--- src/rtl/pipeline_trace_buffer_pkg.sv ---
// Shared FSM state encoding and entry-width helper for the WB-stage trace buffer.
package pipeline_trace_buffer_pkg;

    typedef enum logic [1:0] {
        ST_IDLE    = 2'd0,
        ST_SKIP    = 2'd1,
        ST_CAPTURE = 2'd2,
        ST_DONE    = 2'd3
    } trace_state_e;

    // Entry layout, MSB to LSB: {cycle stamp, PC, write-back data}
    function automatic int entry_width(input int cycle_w, input int pc_w, input int data_w);
        return cycle_w + pc_w + data_w;
    endfunction

endpackage

--- src/rtl/pipeline_trace_buffer_fifo.sv ---
// Circular entry store with first-word-fall-through head, flush, and optional overwrite-oldest.
module pipeline_trace_buffer_fifo #(
    parameter int DEPTH     = 16,
    parameter int ENTRY_W   = 80,
    parameter bit WRAP_MODE = 1'b0
) (
    input  logic                       clk_i,
    input  logic                       rst_i,
    input  logic                       flush_i,
    input  logic                       push_i,
    input  logic                       pop_i,
    input  logic [ENTRY_W-1:0]         entry_i,
    output logic [ENTRY_W-1:0]         entry_o,
    output logic                       valid_o,
    output logic [$clog2(DEPTH):0]     count_o,
    output logic                       overflow_o
);

    localparam int PTR_W = $clog2(DEPTH);
    localparam int CNT_W = PTR_W + 1;

    logic [ENTRY_W-1:0] mem_q [DEPTH];
    logic [PTR_W-1:0]   head_q, head_d;
    logic [PTR_W-1:0]   tail_q, tail_d;
    logic [CNT_W-1:0]   count_q, count_d;

    logic empty, full, pop_ok, push_full, write_en, head_adv;

    assign empty     = (count_q == '0);
    assign full      = (count_q == CNT_W'(DEPTH));
    assign pop_ok    = pop_i && !empty;
    // A pop in the same cycle frees a slot, so only an unpaired push into a full store overflows
    assign push_full = push_i && full && !pop_ok;
    assign write_en  = push_i && (!push_full || WRAP_MODE);
    assign head_adv  = pop_ok || (push_full && WRAP_MODE);

    always_comb begin
        head_d  = head_q;
        tail_d  = tail_q;
        count_d = count_q;
        if (write_en) begin
            tail_d = tail_q + PTR_W'(1);
        end
        if (head_adv) begin
            head_d = head_q + PTR_W'(1);
        end
        if (write_en && !head_adv) begin
            count_d = count_q + CNT_W'(1);
        end else if (head_adv && !write_en) begin
            count_d = count_q - CNT_W'(1);
        end
    end

    always_ff @(posedge clk_i) begin
        if (rst_i || flush_i) begin
            head_q  <= '0;
            tail_q  <= '0;
            count_q <= '0;
        end else begin
            head_q  <= head_d;
            tail_q  <= tail_d;
            count_q <= count_d;
        end
    end

    always_ff @(posedge clk_i) begin
        if (write_en && !rst_i && !flush_i) begin
            mem_q[tail_q] <= entry_i;
        end
    end

    assign valid_o    = !empty;
    assign entry_o    = empty ? '0 : mem_q[head_q];
    assign count_o    = count_q;
    assign overflow_o = push_full;

endmodule

--- src/rtl/pipeline_trace_buffer.sv ---
// Captures (cycle, PC, WB value) tuples from the WB stage after a settle window and drains them FWFT.
module pipeline_trace_buffer
    import pipeline_trace_buffer_pkg::*;
#(
    parameter int PC_W        = 32,
    parameter int DATA_W      = 32,
    parameter int DEPTH       = 16,
    parameter int CYCLE_W     = 16,
    parameter int SKIP_CYCLES = 2,
    parameter bit WRAP_MODE   = 1'b0
) (
    input  logic                   clk_i,
    input  logic                   rst_i,
    input  logic                   arm_i,
    input  logic                   stop_pc_en_i,
    input  logic [PC_W-1:0]        stop_pc_i,
    input  logic [CYCLE_W-1:0]     cycle_limit_i,
    input  logic [PC_W-1:0]        pc_i,
    input  logic                   wb_valid_i,
    input  logic [DATA_W-1:0]      wb_data_i,
    input  logic                   rd_ready_i,
    output logic                   rd_valid_o,
    output logic [CYCLE_W-1:0]     rd_cycle_o,
    output logic [PC_W-1:0]        rd_pc_o,
    output logic [DATA_W-1:0]      rd_data_o,
    output logic [$clog2(DEPTH):0] count_o,
    output logic                   overflow_o,
    output logic                   capturing_o,
    output logic                   done_o
);

    localparam int ENTRY_W   = entry_width(CYCLE_W, PC_W, DATA_W);
    localparam int SKIP_W    = (SKIP_CYCLES > 1) ? $clog2(SKIP_CYCLES) : 1;
    localparam int SKIP_LAST = (SKIP_CYCLES > 0) ? SKIP_CYCLES - 1 : 0;

    trace_state_e        state_q, state_d;
    logic [CYCLE_W-1:0]  cycle_q, cycle_d;
    logic [SKIP_W-1:0]   skip_q, skip_d;
    logic                overflow_q, overflow_d;

    logic                arm_accept, capturing, stop_hit, push, fifo_ovf;
    logic [ENTRY_W-1:0]  entry_in, entry_out;

    assign capturing  = (state_q == ST_CAPTURE);
    assign arm_accept = arm_i && ((state_q == ST_IDLE) || (state_q == ST_DONE));
    assign push       = capturing && wb_valid_i;
    assign stop_hit   = capturing &&
                        (((cycle_limit_i != '0) && (cycle_q == cycle_limit_i - CYCLE_W'(1))) ||
                         (stop_pc_en_i && (pc_i == stop_pc_i)));
    assign entry_in   = {cycle_q, pc_i, wb_data_i};

    always_comb begin
        state_d    = state_q;
        cycle_d    = cycle_q;
        skip_d     = skip_q;
        overflow_d = overflow_q | fifo_ovf;
        case (state_q)
            ST_IDLE, ST_DONE: begin
                if (arm_accept) begin
                    state_d    = (SKIP_CYCLES == 0) ? ST_CAPTURE : ST_SKIP;
                    cycle_d    = '0;
                    skip_d     = '0;
                    overflow_d = 1'b0;
                end
            end
            ST_SKIP: begin
                if (skip_q == SKIP_W'(SKIP_LAST)) begin
                    state_d = ST_CAPTURE;
                    skip_d  = '0;
                end else begin
                    skip_d = skip_q + SKIP_W'(1);
                end
            end
            ST_CAPTURE: begin
                if (cycle_q != '1) begin
                    cycle_d = cycle_q + CYCLE_W'(1);
                end
                if (stop_hit) begin
                    state_d = ST_DONE;
                end
            end
            default: state_d = ST_IDLE;
        endcase
    end

    always_ff @(posedge clk_i) begin
        if (rst_i) begin
            state_q    <= ST_IDLE;
            cycle_q    <= '0;
            skip_q     <= '0;
            overflow_q <= 1'b0;
        end else begin
            state_q    <= state_d;
            cycle_q    <= cycle_d;
            skip_q     <= skip_d;
            overflow_q <= overflow_d;
        end
    end

    pipeline_trace_buffer_fifo #(
        .DEPTH     (DEPTH),
        .ENTRY_W   (ENTRY_W),
        .WRAP_MODE (WRAP_MODE)
    ) u_fifo (
        .clk_i      (clk_i),
        .rst_i      (rst_i),
        .flush_i    (arm_accept),
        .push_i     (push),
        .pop_i      (rd_ready_i),
        .entry_i    (entry_in),
        .entry_o    (entry_out),
        .valid_o    (rd_valid_o),
        .count_o    (count_o),
        .overflow_o (fifo_ovf)
    );

    assign rd_cycle_o  = entry_out[ENTRY_W-1 -: CYCLE_W];
    assign rd_pc_o     = entry_out[DATA_W +: PC_W];
    assign rd_data_o   = entry_out[DATA_W-1:0];
    assign overflow_o  = overflow_q;
    assign capturing_o = capturing;
    assign done_o      = (state_q == ST_DONE);

endmodule

--- config.mk ---
export PLATFORM = sky130hd
export DESIGN_NAME = pipeline_trace_buffer
export DESIGN_NICKNAME = d
export VERILOG_FILES = /design/src/rtl/pipeline_trace_buffer_pkg.sv /design/src/rtl/pipeline_trace_buffer_fifo.sv /design/src/rtl/pipeline_trace_buffer.sv
export SDC_FILE = /design/constraint.sdc
export NUM_CORES = 1
export LEC_CHECK = 0
export ABC_AREA = 1
export CAP_MARGIN = 20
export CELL_PAD_IN_SITES_DETAIL_PLACEMENT = 0
export CELL_PAD_IN_SITES_GLOBAL_PLACEMENT = 1
export CORE_ASPECT_RATIO = 2
export CORE_UTILIZATION = 45
export CTS_CLUSTER_DIAMETER = 40
export DETAILED_ROUTE_END_ITERATION = 16
export PLACE_DENSITY_LB_ADDON = 0.25
export SLEW_MARGIN = 25
export SYNTH_ARGS = -nofsm -noshare
export SYNTH_HDL_FRONTEND = slang
export SYNTH_SLANG_ARGS = --single-unit
--- constraint.sdc ---
create_clock -name clk_i -period 10.9 [get_ports clk_i]
set_clock_uncertainty 0.05 [all_clocks]
set_input_delay 2.18 -clock clk_i [delete_from_list [all_inputs] [get_ports clk_i]]
set_output_delay 2.18 -clock clk_i [all_outputs]
set_load 0.01 [all_outputs]
Yosys cells after proc, flatten, opt, wreduce, memory -nomap -nowiden
Memories as Yosys holds them, arrays and structs flattened. A register that Yosys moved wholly into a read port is not among the register bits.
Index checks and enable logic that the tools add are counted.
{"block": "word_totals", "register_bits": 33, "inputBits": 118, "mem_bits_ro": 0, "mem_bits_rw": 1280, "latch_bits": 0, "n_memories": 1}
{"name": "u_fifo.mem_q", "depth": 16, "width": 80, "rd": 1, "rd_clocked_by_memory_dff": 1, "write_ports": 1, "line": "pipeline_trace_buffer_fifo.sv:22", "source": "logic [ENTRY_W-1:0] mem_q [DEPTH];"}
{"block": "op_classes", "muxes": 19, "addsub": 7, "n_bitwise": 1, "n_div": 0, "n_lt_le_gt_ge": 0, "reduce_logical": 32, "mul": 0, "eq_ne": 11, "n_shift": 0}
{"cell": "80-bit 2-to-1 mux", "n": 1}
{"cell": "32-bit == test", "n": 1}
{"cell": "16-bit 2-to-1 mux", "n": 2}
{"cell": "16-bit one-hot mux with 2 select lines", "n": 1}
{"cell": "16-bit by 1-bit adder with 16-bit output, second input constant", "n": 1}
{"cell": "16-bit == test", "n": 1}
{"cell": "16-bit inequality test, second input constant", "n": 1}
{"cell": "16-bit nonzero test", "n": 1}
{"cell": "16-bit by 1-bit subtractor with 16-bit output, second input constant", "n": 1}
{"cell": "1-bit logical AND", "n": 13}
{"cell": "5-bit 2-to-1 mux", "n": 2}
{"cell": "4-bit by 1-bit adder with 4-bit output, second input constant", "n": 2}
{"cell": "4-bit 2-to-1 mux", "n": 2}
{"cell": "1-bit zero test", "n": 6}
{"cell": "1-bit 2-to-1 mux", "n": 6}
{"cell": "2-bit 2-to-1 mux", "n": 3}
{"cell": "2-bit by 1-bit inequality test with 1-bit output, second input constant", "n": 3}
{"cell": "2-bit one-hot mux with 3 select lines", "n": 1}
{"cell": "3-bit AND reduction", "n": 2}
{"cell": "2-bit nonzero test", "n": 3}
{"cell": "5-bit by 1-bit adder with 5-bit output, second input constant", "n": 1}
{"cell": "5-bit == test, second input constant", "n": 1}
{"cell": "5-bit zero test", "n": 1}
{"cell": "5-bit by 1-bit subtractor with 5-bit output, second input constant", "n": 1}
{"cell": "other kinds (10)", "n": 13}

Logic depth before layout (Yosys ltp)
Gate-level depths: netlist (run 1).
{"block": "depth", "ltp_word": 11, "depth_mapped": 18}

Modules after synthesis
Synthesis (run 1) repeated with hierarchy kept, for this count alone.
{"block": "unflattened", "cells_unflattened": 5553, "area_unflattened_um2": 56987.2}
{"module": "pipeline_trace_buffer_fifo", "cells_per_inst": 5135, "area_each_um2": 54674.9, "n_inst": 1}
{"module": "pipeline_trace_buffer", "cells_per_inst": 418, "area_each_um2": 2312.2, "n_inst": 1}

Worst setup path before layout (run 1)
No wires, ideal clock.
{"block": "synth_path", "kind": "input to register", "start": "in arm_i", "end": "mem u_fifo.mem_q[6][0], enable pin", "setup_time_ns": 0.617, "path_stages": 7, "t_arrival_ns": 8.568, "path_buffers": 0, "path_slack_ns": 1.665, "cell_sequence": "nand2_1 -> inv_1 -> nor2_1 -> clkinv_1 -> nor2_1 -> inv_1 -> nor3_1"}
{"block": "synth_between", "elab_chain_len": 5}
{"element": "start, declared", "line": "pipeline_trace_buffer.sv:14", "source": "input logic arm_i,"}
{"element": "1-bit logical AND", "line": "pipeline_trace_buffer.sv:45", "source": "assign arm_accept = arm_i && ((state_q == ST_IDLE) || (state_q == ST_DONE));"}
{"element": "1-bit zero test", "line": "pipeline_trace_buffer_fifo.sv:67", "source": "if (write_en && !rst_i && !flush_i) begin"}
{"element": "1-bit logical AND", "line": "pipeline_trace_buffer_fifo.sv:67"}
{"element": "1-bit 2-to-1 mux", "line": "pipeline_trace_buffer_fifo.sv:67"}
{"element": "1-bit 2-to-1 mux (not written as such)", "line": "pipeline_trace_buffer_fifo.sv:68", "source": "mem_q[tail_q] <= entry_i;"}
{"element": "end, declared", "line": "pipeline_trace_buffer_fifo.sv:22"}
No other way between the ends.

==> flow_summary.ini, run 1 <==
[power]
max-vdd-ir-drop_mv = 0.210
power_frac_seq_pct = 43.1
switching_power_uw = 4140
combPwrFrac_pct = 25.3
p_leak_uw = 0.0188
intPower_uw = 9050
pwr-share-clk_pct = 31.6
p_sw_share_pct = 31.4
power_density_mw_per_mm2 = 221

[drt]
postRouteAntennaNets = 0
wl_met2_um = 74900
wirelength_um = 145000
wl_met3_um = 7220
top_layer = met5
route.detailed.drc = 0
vias = 33500
m1WireLength_um = 59400
drt_iter0_markers = 3000
viasPerCell = 5.95
firstDrtPassIters = 5
avgRoutedWirePerCell_um = 25.7

[final_layout]
nets = 4156
drive_gt1_share_pct = 6.87
fin_cells = 5636
final_area_mm2 = 0.0597
area_delta_synth_final_pct = 14.2

[floorplan]
num_rows = 176
start_util_pct = 45.4
die_w_um = 243
core_mm2 = 0.115
die_y_um = 484
num_io_pins = 207
die_area_mm2 = 0.118

[clock_network]
cts-buffers-inserted = 118
cts_buffer_depth = 3
clk_pin_slew_worst_paths_ns = 0.07
cts_tree = yes
postCtsSetupRepairBufs = 0
clock_latency_ns = 0.72
clock-root-buffer = clkbuf_16
cts_num_sinks = 1317
cts_resized = 0
htreeDepth = 3
ctsHoldBuffers = 0

[setup_path]
r2r_end = u_fifo.mem_q[12][71]$_DFFE_PP_
reg2reg_from = state_q[0]$_SDFFE_PP0P_
slowest_stage = dfxtp_4
endpoint = rd_pc_o[10]
rrSetupSlack_ns = 6.10
path_cells = clkinv_16 -> buf_12 -> buf_16 -> o21ai_0 -> o22ai_1 -> o211ai_1 -> a21oi_1 -> clkdlybuf4s50_1
slowest_delay_ns = 0.80
critical_path_depth = 8
crit_type = reg -> out
path_max_fanout = 295
worst-path-buf-inv = 4
endpoint_kind = output port
rr_worst_depth = 11
arrival_ns = 5.04
critical-path-top-delay-family = buffers and inverters
cp-start-kind = flop
cp_data_required_time_ns = 8.67

[run]
cap_violations = 0

[timing]
worstMarginPinSlew_ns = 1.41
hold_violations = 0
setup_violations = 0
rsz0062_at_grt = no
setup_tns_ns = 0
period_share_pct = 66.7
layout_min_cycle_time_ns = 7.27
relSlewSlack_pct = 5.73
clock.fmax_mhz = 137
maxSlewViolCount = 0

[grt]
grt_overflow = 0
grt_pass1_vias = 33200
grt_antenna_before_repair = 5
grt_pass1_wl_um = 214000
grt_use_total_pct = 24.4
grt_start_max_net_pins = 296

[synth]
seq_area_frac_synth_pct = 74.9
synth-async-reset-ratio_pct = 0
synth_largest_area_cell = edfxtp_1
syn_inst = 3911
yosys.area.top_type_share_pct = 73.5
synth_nets = 4045
synth_edf_count = 1280
synth.top_cells.by_area = edfxtp_1, o21ai_0, nor2_1
ys_ff_latch = 1317
ys_warn_count = 0
synth.cell_area_mm2 = 0.0523
ys_types = 46
avgSynthCellArea_um2 = 13.4
ys.flop_type = edfxtp_1

[placed_design]
place_area_mm2 = 0.0558
dpl.cell_count = 5413
hpwl_um = 71000
io_buffer_count = 206
gp_congestion = 0.768

[status]
status = completed

[min_path]
hold_class = reg -> reg
per-layer routing:
layer	GRT usage [%]	vias up
li1	-	15000
met4	6.48	4
met2	43.3	1066
met5	0	-
met3	2.89	212
met1	31.6	17200
power by group through the flow:
stage	clock (µW)	sequential (µW)	combinational [µW]
4_1_cts	4240	5690	3350
6_report	4170	5690	3330
5_1_grt	4420	5700	3640
2_1_floorplan	0	5730	1910
3_3_place_gp	0	5800	3320
3_5_place_dp	0	5800	3340
worst min-delay path, cell delays in order (launching register included):
cell	delay (ns)
dfxtp_1	0.32
inv_1	0.05
a21oi_1	0.06
Yosys cell counts (9+ instances only):
library cell and number:
edfxtp_1 1280, nor2_1 721, o21ai_0 661, o221ai_1 234, clkbuf_1 208, nand2_1 130
a21oi_1 108, nand3_1 100, o22ai_1 92, o211ai_1 86, inv_1 78, buf_2 50
dfxtp_1 37, nor3_1 21, xor2_1 17, ha_1 15, xnor2_1 11, buf_1 9
through the flow:
step	total power [µW]	hold slack [ns]	utilization, %	worst slack, ns
after global routing	13700	0.447	51.8	3.46
final	13200	0.421	51.8	3.63
after detailed placement	9140	0.404	48.4	4.27
after floorplan	7650	0.386	-	1.67
after CTS	13300	0.416	51.8	3.46
after global placement	9110	0.390	48.4	4.25
registers in the layout (all words and copies together) (netlist names), named ones only:
signal and cells:
skip_q 1, u_fifo.count_o 5, overflow_o 1, state_q 2, u_fifo.mem_q 1280, cycle_q 16, u_fifo.head_q 4, u_fifo.tail_q 4
cell usage in the layout (no fill, tap or decap), types with 7 or more instances in the layout:
| cell type | instances |
|---|---|
| edfxtp_1 | 1280 |
| nor2_1 | 713 |
| o21ai_0 | 661 |
| o221ai_1 | 234 |
| clkdlybuf4s50_1 | 206 |
| nand2_1 | 130 |
| clkbuf_16 | 120 |
| a21oi_1 | 108 |
| nand3_1 | 100 |
| o22ai_1 | 92 |
| o211ai_1 | 86 |
| inv_1 | 76 |
| buf_4 | 51 |
| dfxtp_1 | 33 |
| clkinv_2 | 22 |
| clkinv_1 | 21 |
| xor2_1 | 17 |
| clkbuf_1 | 16 |
| ha_1 | 15 |
| nor3_1 | 13 |
| xnor2_1 | 11 |
| bufinv_16 | 11 |
| nor2_4 | 9 |
| nor3_2 | 9 |
| clkinvlp_4 | 9 |
| inv_6 | 7 |
| clkinv_4 | 7 |
how the worst min path moves through the flow:
stage / start / to / slack [ns] / cells after the start
finish: u_fifo.head_q[2]$_SDFFE_PP0N_ / flop / 0.42 / 2
global route: u_fifo.head_q[2]$_SDFFE_PP0N_ / flop / 0.45 / 2
CTS: u_fifo.head_q[3]$_SDFFE_PP0N_ / flop / 0.42 / 2
detailed placement: u_fifo.head_q[3]$_SDFFE_PP0N_ / flop / 0.40 / 2
global placement: u_fifo.head_q[3]$_SDFFE_PP0N_ / flop / 0.39 / 2
floorplan: u_fifo.head_q[3]$_SDFFE_PP0N_ / flop / 0.39 / 2
cells by family after synthesis:
family                     Yosys count  synth area share (%)
AOI/OAI and AO/OA                 1194                  13.8
xor gates and xnor gates            29                 0.512
adders and majority gates           16                 0.397
buffers and inverters              360                  2.78
DFF                               1317                  74.9
and+or+nand+nor                    995                  7.59
layout make-up:
type	instances	area, µm²
antenna	2	5.00
clock buffer	140	3120
clock inverter	79	759
fill	9685	55500
inverter	86	374
multi-input combinational	2234	11800
sequential	1317	39200
tap	1513	1890
timing repair buffer	265	2600
Note: power is estimated with default switching activity, not from simulation.
==> inputs of run 2 (changes only) <==
==> constraint.sdc (replaced) <==
create_clock -name clk_i -period 7.4 [get_ports clk_i]
set_clock_uncertainty 0.05 [all_clocks]
set_input_delay 1.48 -clock clk_i [delete_from_list [all_inputs] [get_ports clk_i]]
set_output_delay 1.48 -clock clk_i [all_outputs]
set_load 0.01 [all_outputs]
==> run 2 against run 1 <==
Combinational power grew 48%. Sequential share of layout area is essentially flat. Critical path type unchanged. Critical endpoint is now rd_pc_o[9]. Core utilization is essentially flat. Setup slack lost 2.0 ns. Design area is essentially flat. Total power grew 47%. First-iteration DRC count shrank 6.6%. Largest power group unchanged.
==> flow_summary.ini, run 2 (synthesis gave the netlist of run 1 again) <==
[power]
p_leak_uw = 0.0187
combPwrFrac_pct = 25.5
power_frac_seq_pct = 43.2
power_density_mw_per_mm2 = 324
intPower_uw = 13300
p_sw_share_pct = 31.4
switching_power_uw = 6080
max-vdd-ir-drop_mv = 0.254
pwr-share-clk_pct = 31.3

[setup_path]
critical-path-top-delay-family = buffers and inverters
reg2reg_from = state_q[0]$_SDFFE_PP0P_
critical_path_depth = 7
crit_type = reg -> out
endpoint_kind = output port
worst-path-buf-inv = 3
cp_data_required_time_ns = 5.87
slowest_delay_ns = 0.78
cp-start-kind = flop
arrival_ns = 4.27
path_max_fanout = 154
slowest_stage = inv_8
path_cells = inv_8 -> buf_4 -> o21ai_0 -> o221ai_1 -> nand3_1 -> a21oi_1 -> clkdlybuf4s50_1
rr_worst_depth = 10

[timing]
clock.fmax_mhz = 172
hold_violations = 0
relSlewSlack_pct = 26.8
layout_min_cycle_time_ns = 5.80
rsz0062_at_grt = no
setup_violations = 0
setup_ws_ns = 1.60
worstMarginPinSlew_ns = 1.10
maxSlewViolCount = 0
period_share_pct = 78.4

[clock_network]
clock_latency_ns = 0.73
cts_buffer_depth = 3
cts_tree = yes
clk_pin_slew_worst_paths_ns = 0.07
cts_resized = 0
cts_num_sinks = 1317
postCtsSetupRepairBufs = 0
ctsHoldBuffers = 0
clock-root-buffer = clkbuf_16
cts-buffers-inserted = 117
htreeDepth = 3

[drt]
firstDrtPassIters = 5
vias = 33200
viasPerCell = 5.89
postRouteAntennaNets = 0
drt_iter0_markers = 2801
avgRoutedWirePerCell_um = 24.9
wirelength_um = 140000
route.detailed.drc = 0

[final_layout]
largest_register_ffs = 1280
nets = 4157
layout_commonest_cell = edfxtp_1
fin_cells = 5639
drive_gt1_share_pct = 6.62
final_cell_mix = edfxtp_1, nor2_1, o21ai_0
top_register = u_fifo.mem_q
final_area_mm2 = 0.0597
area_delta_synth_final_pct = 14.2

[placed_design]
gp_congestion = 0.780
dpl.cell_count = 5417
io_buffer_count = 206
place_ws_ns = 2.05
place_area_mm2 = 0.0559
hpwl_um = 71600

[floorplan]
core_mm2 = 0.115
num_rows = 176
start_util_pct = 45.4
die_w_um = 243
die_y_um = 484
die_area_mm2 = 0.118
num_io_pins = 207

[run]
cap_violations = 0

[min_path]
hold_class = reg -> reg
hp-start = u_fifo.head_q[3]$_SDFFE_PP0N_
hold_depth = 2

[grt]
grt_use_total_pct = 23.7
grt_pass1_wl_um = 208000
grt_antenna_before_repair = 8
grt_start_max_net_pins = 240
grt_overflow = 0
grt_pass1_vias = 33200

[status]
status = completed
==> run 2: final timing paths <==
path                                          to  slack (ns)
setup / recovery                      rd_pc_o[9]        1.60
hold reg to reg                             flop        0.43
setup reg to reg  u_fifo.mem_q[12][15]$_DFFE_PP_        3.23
hold / removal                              flop        0.43
==> run 2: power groups by stage <==
stage | clock (µW) | combinational [µW] | sequential [µW]
finish | 6060 | 4930 | 8370
global placement | 0 | 4930 | 8530
CTS | 6150 | 4990 | 8370
detailed placement | 0 | 4970 | 8530
global route | 6420 | 5370 | 8380
floorplan | 0 | 2820 | 8440
==> run 2: worst min-delay path, stage by stage, from the launching register on <==
cell and delay (ns):
dfxtp_1 0.30, inv_1 0.05, a21oi_1 0.08
==> run 2: final cells by class <==
type                    instances  area, µm²
diodes                          2       5.00
clock inverters                68        661
inverters                      86        364
well taps                    1513       1890
clock buffers                 152       3130
multi-input cells            2234      11800
flip-flops and latches       1317      39200
repair buffers                267       2700
fillers                      9730      55500
==> run 2: metal layers <==
layer	share of wire, %	routed length (µm)	up-vias	track usage (%)
met5	0.028	39	-	0
met4	2.8	4000	6	8.25
met3	5.7	8000	229	3.58
met2	52	72600	1076	41.9
met1	40	55900	16800	29.4
li1	-	-	15100	-
==> run 2: per-stage QoR <==
| stage | hold WS, ns | utilization [%] | total power, µW | setup TNS, ns |
|---|---|---|---|---|
| 6_report | 0.430 | 51.8 | 19400 | 0 |
| 5_1_grt | 0.460 | 51.8 | 20200 | 0 |
| 4_1_cts | 0.429 | 51.8 | 19500 | 0 |
| 3_5_place_dp | 0.410 | 48.5 | 13500 | 0 |
| 3_3_place_gp | 0.399 | 48.5 | 13500 | 0 |
| 2_1_floorplan | 0.386 | - | 11300 | -662.63 |
